$ cat src/rtl/mips_pkg.sv
// Shared register-file types used by the decode-stage write arbiter.
package mips_pkg;

    localparam int XLEN = 32;

    typedef logic [4:0] reg_idx_t;

    localparam reg_idx_t REG_ZERO = 5'd0;

    // One candidate write to the register file port.
    typedef struct packed {
        logic            valid;
        reg_idx_t        addr;
        logic [XLEN-1:0] data;
    } wr_req_t;

endpackage

$ cat src/rtl/regfile_wr_arbiter_if.sv
// Requester, hazard-check and register-file port signals of the write arbiter.
interface regfile_wr_arbiter_if
    import mips_pkg::*;
#(
    parameter int DW = XLEN
);
    logic          wb_we;
    reg_idx_t      wb_addr;
    logic [DW-1:0] wb_data;
    logic          md_valid;
    reg_idx_t      md_addr;
    logic [DW-1:0] md_data;
    logic          md_ready;
    logic          dbg_req;
    reg_idx_t      dbg_addr;
    logic [DW-1:0] dbg_data;
    logic          dbg_ack;
    reg_idx_t      chk_rs;
    reg_idx_t      chk_rt;
    reg_idx_t      chk_rd;
    logic          pend_hazard;
    logic          stall_req;
    logic          reg_write;
    reg_idx_t      write_register;
    logic [DW-1:0] write_data_reg;

    // Requesters and decode logic side.
    modport master (
        output wb_we, wb_addr, wb_data,
        output md_valid, md_addr, md_data,
        output dbg_req, dbg_addr, dbg_data,
        output chk_rs, chk_rt, chk_rd,
        input  md_ready, dbg_ack, pend_hazard, stall_req,
        input  reg_write, write_register, write_data_reg
    );

    // Arbiter side.
    modport slave (
        input  wb_we, wb_addr, wb_data,
        input  md_valid, md_addr, md_data,
        input  dbg_req, dbg_addr, dbg_data,
        input  chk_rs, chk_rt, chk_rd,
        output md_ready, dbg_ack, pend_hazard, stall_req,
        output reg_write, write_register, write_data_reg
    );
endinterface

$ cat src/rtl/wr_result_fifo.sv
// Mul/div result buffer: per-entry valid bits so a newer writeback can cancel
// a stale result in place, plus a combinational destination lookup.
module wr_result_fifo
    import mips_pkg::*;
#(
    parameter int DEPTH = 2,
    parameter int DW    = XLEN
) (
    input  logic          clk,
    input  logic          rst,
    input  logic          enq,
    input  reg_idx_t      enq_addr,
    input  logic [DW-1:0] enq_data,
    input  logic          pop,
    input  logic          cancel_en,
    input  reg_idx_t      cancel_addr,
    input  reg_idx_t      chk_rs,
    input  reg_idx_t      chk_rt,
    input  reg_idx_t      chk_rd,
    output logic          full,
    output logic          empty,
    output logic          head_valid,
    output reg_idx_t      head_addr,
    output logic [DW-1:0] head_data,
    output logic          pend_hit
);
    localparam int PW   = $clog2(DEPTH);
    localparam int CNTW = $clog2(DEPTH) + 1;

    logic [PW-1:0]    rd_ptr_reg;
    logic [PW-1:0]    wr_ptr_reg;
    logic [CNTW-1:0]  count_reg;
    logic [DEPTH-1:0] vld_reg;
    logic [DEPTH-1:0] vld_next;
    logic [DEPTH-1:0] hit_vec;
    reg_idx_t         addr_mem [DEPTH];
    logic [DW-1:0]    data_mem [DEPTH];

    // Cancelled entries keep their slot; they count towards occupancy until popped.
    assign full       = (count_reg == CNTW'(DEPTH));
    assign empty      = (count_reg == '0);
    assign head_valid = vld_reg[rd_ptr_reg];
    assign head_addr  = addr_mem[rd_ptr_reg];
    assign head_data  = data_mem[rd_ptr_reg];

    generate
        for (genvar gi = 0; gi < DEPTH; gi++) begin : g_match
            assign hit_vec[gi] = vld_reg[gi] &&
                ((chk_rs != REG_ZERO && addr_mem[gi] == chk_rs) ||
                 (chk_rt != REG_ZERO && addr_mem[gi] == chk_rt) ||
                 (chk_rd != REG_ZERO && addr_mem[gi] == chk_rd));
        end
    endgenerate

    assign pend_hit = |hit_vec;

    // Valid bits: cancel on address match, clear on pop, a new push wins.
    always_comb begin
        vld_next = vld_reg;
        for (int i = 0; i < DEPTH; i++) begin
            if (cancel_en && addr_mem[i] == cancel_addr) begin
                vld_next[i] = 1'b0;
            end
        end
        if (pop) begin
            vld_next[rd_ptr_reg] = 1'b0;
        end
        if (enq) begin
            vld_next[wr_ptr_reg] = 1'b1;
        end
    end

    // Pointers, occupancy and valid bits; DEPTH is a power of two so pointers wrap naturally.
    always_ff @(posedge clk or posedge rst) begin
        if (rst) begin
            rd_ptr_reg <= '0;
            wr_ptr_reg <= '0;
            count_reg  <= '0;
            vld_reg    <= '0;
        end else begin
            vld_reg   <= vld_next;
            count_reg <= count_reg + CNTW'(enq) - CNTW'(pop);
            if (enq) begin
                wr_ptr_reg <= wr_ptr_reg + PW'(1);
            end
            if (pop) begin
                rd_ptr_reg <= rd_ptr_reg + PW'(1);
            end
        end
    end

    // Entry payload storage; contents are meaningless while the valid bit is 0.
    always_ff @(posedge clk) begin
        if (enq) begin
            addr_mem[wr_ptr_reg] <= enq_addr;
            data_mem[wr_ptr_reg] <= enq_data;
        end
    end

endmodule

$ cat src/rtl/regfile_wr_arbiter.sv
// Shares the register-file write port between pipeline writeback, buffered
// mul/div results and the debug loader, in that fixed priority.
module regfile_wr_arbiter
    import mips_pkg::*;
#(
    parameter int FIFO_DEPTH   = 2,
    parameter int STARVE_LIMIT = 4,
    parameter int DW           = XLEN
) (
    input logic                clk,
    input logic                rst,
    regfile_wr_arbiter_if.slave bus
);
    localparam int CW = $clog2(STARVE_LIMIT + 1);

    logic          wb_hit;
    logic          md_push;
    logic          md_enq;
    logic          dbg_slot;
    logic          fifo_full;
    logic          fifo_empty;
    logic          head_valid;
    logic          head_live;
    logic          head_grant;
    logic          fifo_pop;
    logic          pend_hit;
    reg_idx_t      head_addr;
    logic [DW-1:0] head_data;
    wr_req_t       port_wr;
    logic [CW-1:0] starve_cnt_reg;
    logic [CW-1:0] starve_cnt_next;
    logic          stall_req_reg;
    logic          stall_req_next;

    // Nothing is granted while reset is held, so a pending debug request is
    // arbitrated again once reset releases.
    assign wb_hit     = !rst && bus.wb_we && (bus.wb_addr != REG_ZERO);
    assign md_push    = !rst && bus.md_valid && !fifo_full;
    assign md_enq     = md_push && (bus.md_addr != REG_ZERO);
    assign head_live  = !fifo_empty && head_valid;
    assign head_grant = head_live && !wb_hit;
    // A cancelled head is dropped without using the port.
    assign fifo_pop   = head_grant || (!fifo_empty && !head_valid);
    assign dbg_slot   = !rst && bus.dbg_req && !wb_hit && !head_live;

    wr_result_fifo #(
        .DEPTH (FIFO_DEPTH),
        .DW    (DW)
    ) u_fifo (
        .clk         (clk),
        .rst         (rst),
        .enq         (md_enq),
        .enq_addr    (bus.md_addr),
        .enq_data    (bus.md_data),
        .pop         (fifo_pop),
        .cancel_en   (wb_hit),
        .cancel_addr (bus.wb_addr),
        .chk_rs      (bus.chk_rs),
        .chk_rt      (bus.chk_rt),
        .chk_rd      (bus.chk_rd),
        .full        (fifo_full),
        .empty       (fifo_empty),
        .head_valid  (head_valid),
        .head_addr   (head_addr),
        .head_data   (head_data),
        .pend_hit    (pend_hit)
    );

    // Port mux: writeback, then live FIFO head, then a nonzero debug write.
    always_comb begin
        port_wr = '0;
        if (wb_hit) begin
            port_wr = '{valid: 1'b1, addr: bus.wb_addr, data: XLEN'(bus.wb_data)};
        end else if (head_live) begin
            port_wr = '{valid: 1'b1, addr: head_addr, data: XLEN'(head_data)};
        end else if (dbg_slot && bus.dbg_addr != REG_ZERO) begin
            port_wr = '{valid: 1'b1, addr: bus.dbg_addr, data: XLEN'(bus.dbg_data)};
        end
    end

    assign bus.reg_write      = port_wr.valid;
    assign bus.write_register = port_wr.addr;
    assign bus.write_data_reg = DW'(port_wr.data);
    assign bus.md_ready       = !fifo_full;
    assign bus.dbg_ack        = dbg_slot;
    assign bus.pend_hazard    = pend_hit;
    assign bus.stall_req      = stall_req_reg;

    // Starvation tracking: count lost head grants, hold stall until the FIFO drains.
    always_comb begin
        starve_cnt_next = starve_cnt_reg;
        stall_req_next  = stall_req_reg;
        if (fifo_empty) begin
            starve_cnt_next = '0;
            stall_req_next  = 1'b0;
        end else if (head_grant) begin
            starve_cnt_next = '0;
        end else if (head_live) begin
            if (starve_cnt_reg < CW'(STARVE_LIMIT)) begin
                starve_cnt_next = starve_cnt_reg + CW'(1);
            end
            if (starve_cnt_reg >= CW'(STARVE_LIMIT - 1)) begin
                stall_req_next = 1'b1;
            end
        end
    end

    // Starvation state registers.
    always_ff @(posedge clk or posedge rst) begin
        if (rst) begin
            starve_cnt_reg <= '0;
            stall_req_reg  <= 1'b0;
        end else begin
            starve_cnt_reg <= starve_cnt_next;
            stall_req_reg  <= stall_req_next;
        end
    end

endmodule

$ cat src/flat_wrapper.sv
// flat-port wrapper written by rule: the top's interface ports become plain ports
module regfile_wr_arbiter_flat import mips_pkg::*;
#(
    parameter int FIFO_DEPTH   = 2,
    parameter int STARVE_LIMIT = 4,
    parameter int DW           = XLEN
)
  (clk, rst, bus_wb_we, bus_wb_addr, bus_wb_data, bus_md_valid, bus_md_addr, bus_md_data, bus_dbg_req, bus_dbg_addr, bus_dbg_data, bus_chk_rs, bus_chk_rt, bus_chk_rd, bus_md_ready, bus_dbg_ack, bus_pend_hazard, bus_stall_req, bus_reg_write, bus_write_register, bus_write_data_reg);
  regfile_wr_arbiter_if #(.DW(DW)) bus_i ();
  input logic clk;
  input logic rst;
  input wire logic [$bits(bus_i.wb_we)-1:0] bus_wb_we;
  input wire logic [$bits(bus_i.wb_addr)-1:0] bus_wb_addr;
  input wire logic [$bits(bus_i.wb_data)-1:0] bus_wb_data;
  input wire logic [$bits(bus_i.md_valid)-1:0] bus_md_valid;
  input wire logic [$bits(bus_i.md_addr)-1:0] bus_md_addr;
  input wire logic [$bits(bus_i.md_data)-1:0] bus_md_data;
  input wire logic [$bits(bus_i.dbg_req)-1:0] bus_dbg_req;
  input wire logic [$bits(bus_i.dbg_addr)-1:0] bus_dbg_addr;
  input wire logic [$bits(bus_i.dbg_data)-1:0] bus_dbg_data;
  input wire logic [$bits(bus_i.chk_rs)-1:0] bus_chk_rs;
  input wire logic [$bits(bus_i.chk_rt)-1:0] bus_chk_rt;
  input wire logic [$bits(bus_i.chk_rd)-1:0] bus_chk_rd;
  output wire logic [$bits(bus_i.md_ready)-1:0] bus_md_ready;
  output wire logic [$bits(bus_i.dbg_ack)-1:0] bus_dbg_ack;
  output wire logic [$bits(bus_i.pend_hazard)-1:0] bus_pend_hazard;
  output wire logic [$bits(bus_i.stall_req)-1:0] bus_stall_req;
  output wire logic [$bits(bus_i.reg_write)-1:0] bus_reg_write;
  output wire logic [$bits(bus_i.write_register)-1:0] bus_write_register;
  output wire logic [$bits(bus_i.write_data_reg)-1:0] bus_write_data_reg;
  assign bus_i.wb_we = bus_wb_we;
  assign bus_i.wb_addr = bus_wb_addr;
  assign bus_i.wb_data = bus_wb_data;
  assign bus_i.md_valid = bus_md_valid;
  assign bus_i.md_addr = bus_md_addr;
  assign bus_i.md_data = bus_md_data;
  assign bus_i.dbg_req = bus_dbg_req;
  assign bus_i.dbg_addr = bus_dbg_addr;
  assign bus_i.dbg_data = bus_dbg_data;
  assign bus_i.chk_rs = bus_chk_rs;
  assign bus_i.chk_rt = bus_chk_rt;
  assign bus_i.chk_rd = bus_chk_rd;
  assign bus_md_ready = bus_i.md_ready;
  assign bus_dbg_ack = bus_i.dbg_ack;
  assign bus_pend_hazard = bus_i.pend_hazard;
  assign bus_stall_req = bus_i.stall_req;
  assign bus_reg_write = bus_i.reg_write;
  assign bus_write_register = bus_i.write_register;
  assign bus_write_data_reg = bus_i.write_data_reg;
  regfile_wr_arbiter #(.FIFO_DEPTH(FIFO_DEPTH), .STARVE_LIMIT(STARVE_LIMIT), .DW(DW)) u_core (.clk(clk), .rst(rst), .bus(bus_i));
endmodule
$ cat config.mk
export PLATFORM = sky130hd
export DESIGN_NAME = regfile_wr_arbiter_flat
export DESIGN_NICKNAME = d
export VERILOG_FILES = /design/src/rtl/mips_pkg.sv /design/src/rtl/regfile_wr_arbiter_if.sv /design/src/rtl/wr_result_fifo.sv /design/src/rtl/regfile_wr_arbiter.sv /design/src/flat_wrapper.sv
export SDC_FILE = /design/constraint.sdc
export NUM_CORES = 1
export LEC_CHECK = 0
export CELL_PAD_IN_SITES_DETAIL_PLACEMENT = 1
export CELL_PAD_IN_SITES_GLOBAL_PLACEMENT = 2
export CORE_MARGIN = 1.5
export CORE_UTILIZATION = 27
export CTS_CLUSTER_DIAMETER = 50
export DETAILED_ROUTE_END_ITERATION = 16
export GPL_TIMING_DRIVEN = 0
export PLACE_DENSITY_LB_ADDON = 0.12
export SETUP_SLACK_MARGIN = 0.1
export SYNTH_ARGS = -nofsm -noshare
export SYNTH_HDL_FRONTEND = slang
export SYNTH_SLANG_ARGS = --single-unit
$ cat constraint.sdc
create_clock -name clk -period 4 [get_ports clk]
set_clock_uncertainty 0.05 [all_clocks]
set_input_delay 0.4 -clock clk [delete_from_list [all_inputs] [get_ports clk]]
set_output_delay 0.4 -clock clk [all_outputs]
set_load 0.01 [all_outputs]
-- After elaboration in Yosys (flattened, before gate mapping)
Memories as Yosys holds them, arrays and structs flattened.
Index checks and enable logic that the tools add are counted.
- bits in registers: 10
- latch bits: 0
- RAM bits: 74
- bits in read-only memories: 0
- bits of input ports: 131
- memories kept: 2
- add/subtract/negate cells: 5
- multipliers: 0
- div/mod/pow operators: 0
- magnitude comparators: 6
- equal/unequal tests: 10
- shifts and indexed selects: 0
- multiplexer cells: 23
- bitwise operators: 3
- reduce and logical (&&, ||, !) cells: 49
- memory list (name ; depth ; width ; rd ports ; clocked after memory_dff ; wr ports ; RTL line ; text):
    u_core.u_fifo.data_mem ; 2 ; 32 ; 1 ; 0 ; 1 ; wr_result_fifo.sv:37 ; logic [DW-1:0] data_mem [DEPTH];
    u_core.u_fifo.addr_mem ; 2 ; 5 ; 3 ; 0 ; 1 ; wr_result_fifo.sv:36 ; reg_idx_t addr_mem [DEPTH];
- operator list (kind ; count):
    $mux W38 ; 3
    $eq A5 B5 Y1 ; 8
    $reduce_bool A5 Y1 ; 6
    $logic_and A1 B1 Y1 ; 24
    $mux W1 ; 12
    $mux W3 ; 4
    $logic_not A1 Y1 ; 6
    $reduce_bool A3 Y1 ; 2
    $logic_or A1 B1 Y1 ; 5
    $lt A1 B2 Y1 const B ; 2
    $mux W2 ; 2
    $reduce_bool A2 Y1 ; 2
    $add A3 B1 Y3 const B ; 1
    $ge A3 B2 Y1 const B ; 1
    $lt A3 B3 Y1 const B ; 1
    $reduce_and A3 Y1 ; 1
    $add A1 B1 Y1 const B ; 2
    $add A2 B1 Y2 ; 1
    $and A2 B2 Y2 ; 1
    $demux W1 S1 ; 2
    $eq A2 B2 Y1 const B ; 1
    $ge A1 B1 Y1 const B ; 2
    $logic_not A2 Y1 ; 1
    $ne A2 B1 Y1 const B ; 1
    other kinds (5) ; 5

-- Longest topological paths before layout
- depth in word-level cells: 10
- mapped depth: 7
- depth with buffers taken out: 7

-- Modules after synthesis
From an unflattened synthesis, not the netlist that was laid out.
- cell total of the unflattened synthesis: 343
- area total of the unflattened synthesis: 4558.1 sq um
- modules (own cells, without submodules) (module ; instances ; cells each ; area each (sq um)):
    wr_result_fifo ; 1 ; 214 ; 3488.3
    regfile_wr_arbiter ; 1 ; 129 ; 1069.8

-- Least setup slack after synthesis
No wires, ideal clock.
- kind: input to register
- start point: in rst
- end point: mem u_core.u_fifo.addr_mem[1][0] (netlist bit), enable pin
- data arrival time: 2.575 ns
- data required time: 3.517 ns
- path slack: 0.942 ns
- stages: 3
- buffers on the path: 0
- cells stage by stage: inv_1 > o2111ai_2 > nor2_1
- word-level cells in the longest chain between the ends: 6
- RTL lines (item ; RTL line ; text):
    start, declared ; flat_wrapper.sv:11 ; input logic rst;
    $logic_not A1 Y1 ; regfile_wr_arbiter.sv:38 ; assign md_push = !rst && bus.md_valid && !fifo_full;
    $logic_and A1 B1 Y1 (2 in series) ; regfile_wr_arbiter.sv:38 ;
    $logic_and A1 B1 Y1 ; regfile_wr_arbiter.sv:39 ; assign md_enq = md_push && (bus.md_addr != REG_ZERO);
    $mux W1 ; wr_result_fifo.sv:94 ; if (enq) begin
    $mux W1 (implied by the code) ; wr_result_fifo.sv:95 ; addr_mem[wr_ptr_reg] <= enq_addr;
    end, declared ; wr_result_fifo.sv:36 ;
Every way passes these cells.

-- Worst setup path after layout
- start point: in bus_wb_we
- end point: out bus_write_data_reg[8]
- word-level cells in the longest chain between the ends: 9
- RTL lines (item ; RTL line ; text):
    start, declared ; flat_wrapper.sv:12 ; input wire logic [$bits(bus_i.wb_we)-1:0] bus_wb_we;
    $logic_and A1 B1 Y1 (*) (2 in series) ; regfile_wr_arbiter.sv:37 ; assign wb_hit = !rst && bus.wb_we && (bus.wb_addr != REG_ZERO);
    $logic_not A1 Y1 ; regfile_wr_arbiter.sv:44 ; assign dbg_slot = !rst && bus.dbg_req && !wb_hit && !head_live;
    $logic_and A1 B1 Y1 (2 in series) ; regfile_wr_arbiter.sv:44 ;
    $logic_and A1 B1 Y1 ; regfile_wr_arbiter.sv:76 ; end else if (dbg_slot && bus.dbg_addr != REG_ZERO) begin
    $mux W38 ; regfile_wr_arbiter.sv:76 ;
    $mux W38 ; regfile_wr_arbiter.sv:74 ; end else if (head_live) begin
    $mux W38 (*) ; regfile_wr_arbiter.sv:72 ; if (wb_hit) begin
    end, declared ; flat_wrapper.sv:30 ; output wire logic [$bits(bus_i.write_data_reg)-1:0] bus_write_data_reg;
Mark *: on every way between the ends. The rest lies on a longest branch, timed or not.

==> metrics.md <==
| Metric | Value |
|---|---|
| Chip Height | between 100 and 150 um |
| Die ar. | 16900 um2 |
| Buf+Inv Stages, Crit Path | 3 |
| Setup CP Type | primary input to output port |
| Critical path launch point type | primary input |
| Clk buf depth | 2 |
| CTS clk-pin slew, worst paths | 0.06 ns |
| Max Cap Viol | 0 |
| Crit path max-delay family | buffers and inverters |
| Crit path depth | 8 |
| # diodes | 0 |
| Clk sink count | 84 |
| Critical path's slowest cell | nor2b_1 |
| Yosys reg bits | 84 |
| HPWL after DPL | 10.3 mm |
| Syn Inst Count | about 340 |
| Setup_tns | 0 ns |
| Residual DRC | 0 |
| Hold Path Sink | u_core.bus.stall_req$_DFFE_PP0P_ |
| Achievable frequency | 0.270 GHz |
| P&R area growth vs syn | 54.4% |
| Worst R2R Start | u_core.u_fifo.rd_ptr_reg$_DFFE_PP0P_ |
| Via count | 3534 |
| Fin util | 42.4% |
| Syn Area/Cell | between 10 and 15 um2 |
| First-pass GRT wire length | between 20 and 25 mm |
| Proportion of layout cells with a drive suffix above 1 | 6.06% |
| WL final | 13.7 mm |
| Initial DRC count | 94 |
| Status | complete, no violations |
| Slowest stage delay, CP | 0.58 ns |
| Synthesized Nets | 472 |
| Avg WL per Cell | 18.4 um |
| All-layer global routing usage | ~16% |
| Worst reg2reg setup slack | roughly 1.8 ns |
| DR vias/cell | 4.75 |
| Antenna-violating nets left | 0 |
| Port buffer count | 172 |
| Worst Hold Class | register to register |
| Slew Viols, Final | 0 |
| Cell Rows | 46 |
| Initial Util | between 20% and 30% |
| Max Fanout on Critical Path | 10 |
| Initial DRT Pass Iterations | 4 |
| VDD IR max | approximately 0.00020 V |
| Die span in x | 130 um |
| Post-CTS resize count | 0 |
| Post-placement cell count | about 730 |
| Min-Delay Startpoint | u_core.bus.stall_req$_DFFE_PP0P_ |
| H-tree levels | 3 |
| CTS tree | built |
| RSZ-0062 raised after global routing | false |
| Crit path time final | 3.70 ns |
| Initial antenna violation count | 0 |
| Final nets | ~660 |
| Cell taking the most area after synthesis | edfxtp_1 |
| Most common cell after layout, fill and taps aside | clkdlybuf4s50_1 |
| Worst slew pin tran | 0.864 ns |
| Cell area after synthesis | 4350 um2 |
| Most area-consuming cells after synthesis | edfxtp_1 (51%), mux2i_1 (9.2%), a221o_1 (8.5%) |
| CP Capture Type | output port |
| Most frequent CP cell | clkdlybuf4s50_1 |
| Cts hold-fix bufs | 0 |
| CTS root buf | clkbuf_16 |
| Final hold vios | 0 |
| Hold Path Stages | 1 |
| Vias in the first global route | 3691 |
| Reg2Reg Capture Point | u_core.u_fifo.count_reg[1]$_DFF_PP0_ |
| CTS Buf Count | 9 |
| Highest-count cells in the layout ignoring fill and taps | clkdlybuf4s50_1 (172), edfxtp_1 (74), nor2_1 (50) |
| Reg2Reg Depth | 7 |
| Clock Latency Late Sink | 0.34 ns |
| Worst Hold Slack | 0.444 ns |
| Final Cycle Share | 92.6% |
| Arrival time worst endpoint | 3.25 ns |
| Area share of the largest cell type after synthesis | slightly above 50% |
| Yosys Warn Count | 0 |
| Slew margin rel. | 42.4% |
| Fill cells | about 1700 |
| Post-synthesis sequential area ratio | between 50% and 60% |
| Netlist cell types | 36 |
| IO Count | 173 |
| Core Footprint | 15800 um2 |
| CP cell instances | clkdlybuf4s50_1 -> nor2b_1 -> o21ai_1 -> nand2_2 -> buf_2 -> nor2_1 -> a221o_1 -> clkdlybuf4s50_1 |
| Total power | 3.45 mW |
| Pwr per Cell Area | 514 nW/um2 |
| Finished Layout Cells | between 700 and 800 |
| Setup Buffers After CTS | 0 |
| RePlAce Congestion | roughly 0.75 |
| Max FFs per register | 64 |
| Setup violators final | 0 |
| Static leakage | 2.40 nW |
| Largest net degree at the start of global routing | 24 |
| WP data required | ~3.6 ns |
| Total grt overflow | 0 |
[Yosys cell counts]
library cell,count
or4_1,5
a211oi_1,1
a21o_1,1
a31o_2,1
o2111ai_2,1
nand4_1,2
o22a_1,1
a221o_1,37
xnor2_1,25
o21ai_1,1
ha_1,3
clkbuf_1,17
nand2b_1,2
or4_4,1
o31ai_1,2
and4bb_2,1
o21ai_0,4
xor2_1,19
nor2b_1,2
nand2_1,3
nor3_1,4
inv_1,3
o21a_4,1
mux2i_1,40
a22oi_1,1
nor4_1,6
buf_2,4
dfrtp_1,10
nand3_1,6
nand2_2,1
nor3_4,1
nor2_1,52
buf_6,4
o311ai_1,1
o211ai_1,1
edfxtp_1,74
[worst max path at each step]
stage / start / endpoint / slack, ns
finish: bus_wb_we / bus_write_data_reg[8] / 0.30
global route: bus_wb_we / bus_write_register[1] / 0.10
CTS: bus_wb_we / bus_write_data_reg[25] / 0.25
detailed placement: bus_wb_we / bus_write_data_reg[25] / 0.26
global placement: rst / u_core.u_fifo.data_mem[1][8]$_DFFE_PP_ / -1.03
floorplan: rst / u_core.u_fifo.addr_mem[1][0]$_DFFE_PP_ / 0.94
[cell type report]
type	instances	area, um2	share of cell area, %
Buffer	25	129	1.92
Clock buffer	15	289	4.30
Clock inverter	1	30.0	0.447
Inverter	3	11.3	0.168
Multi-Input combinational cell	226	1750	26.1
Sequential cell	84	2470	36.8
Tap cell	216	270	4.03
Timing Repair Buffer	174	1760	26.2
[logic make-up after synthesis]
group                      Yosys count  synth area share (%)
AOI/OAI and AO/OA                   53                  11.4
and+or+nand+nor                     86                  9.55
DFF                                 84                  56.9
xor gates and xnor gates            44                  8.86
muxes                               40                  9.21
adders and majority gates            3                 0.863
buffers and inverters               28                  3.22
[metrics by stage]
step	instance area [um2]	setup slack, ns
finish	6710	0.298
global route	6710	0.101
CTS	6710	0.252
detailed placement	6390	0.256
global placement	6340	-1.03
floorplan	4350	0.942
[where the power goes]
| group | internal, mW | total [mW] | switching (mW) |
|---|---|---|---|
| Combinational | 0.723 | 1.42 | 0.695 |
| Clock | 0.557 | 0.881 | 0.324 |
| Sequential | 1.10 | 1.15 | 0.0587 |
| Total | 2.38 | 3.45 | 1.08 |
[per-layer routing]
metal | vias up | routed length, um | track usage, %
met5 | - | 0 | 0
met4 | 0 | 181 | 5.56
met3 | 13 | 563 | 3.69
met2 | 77 | 7270 | 29.4
met1 | 1764 | 5690 | 19.5
li1 | 1680 | - | -
(Power assumes the default switching activity.)
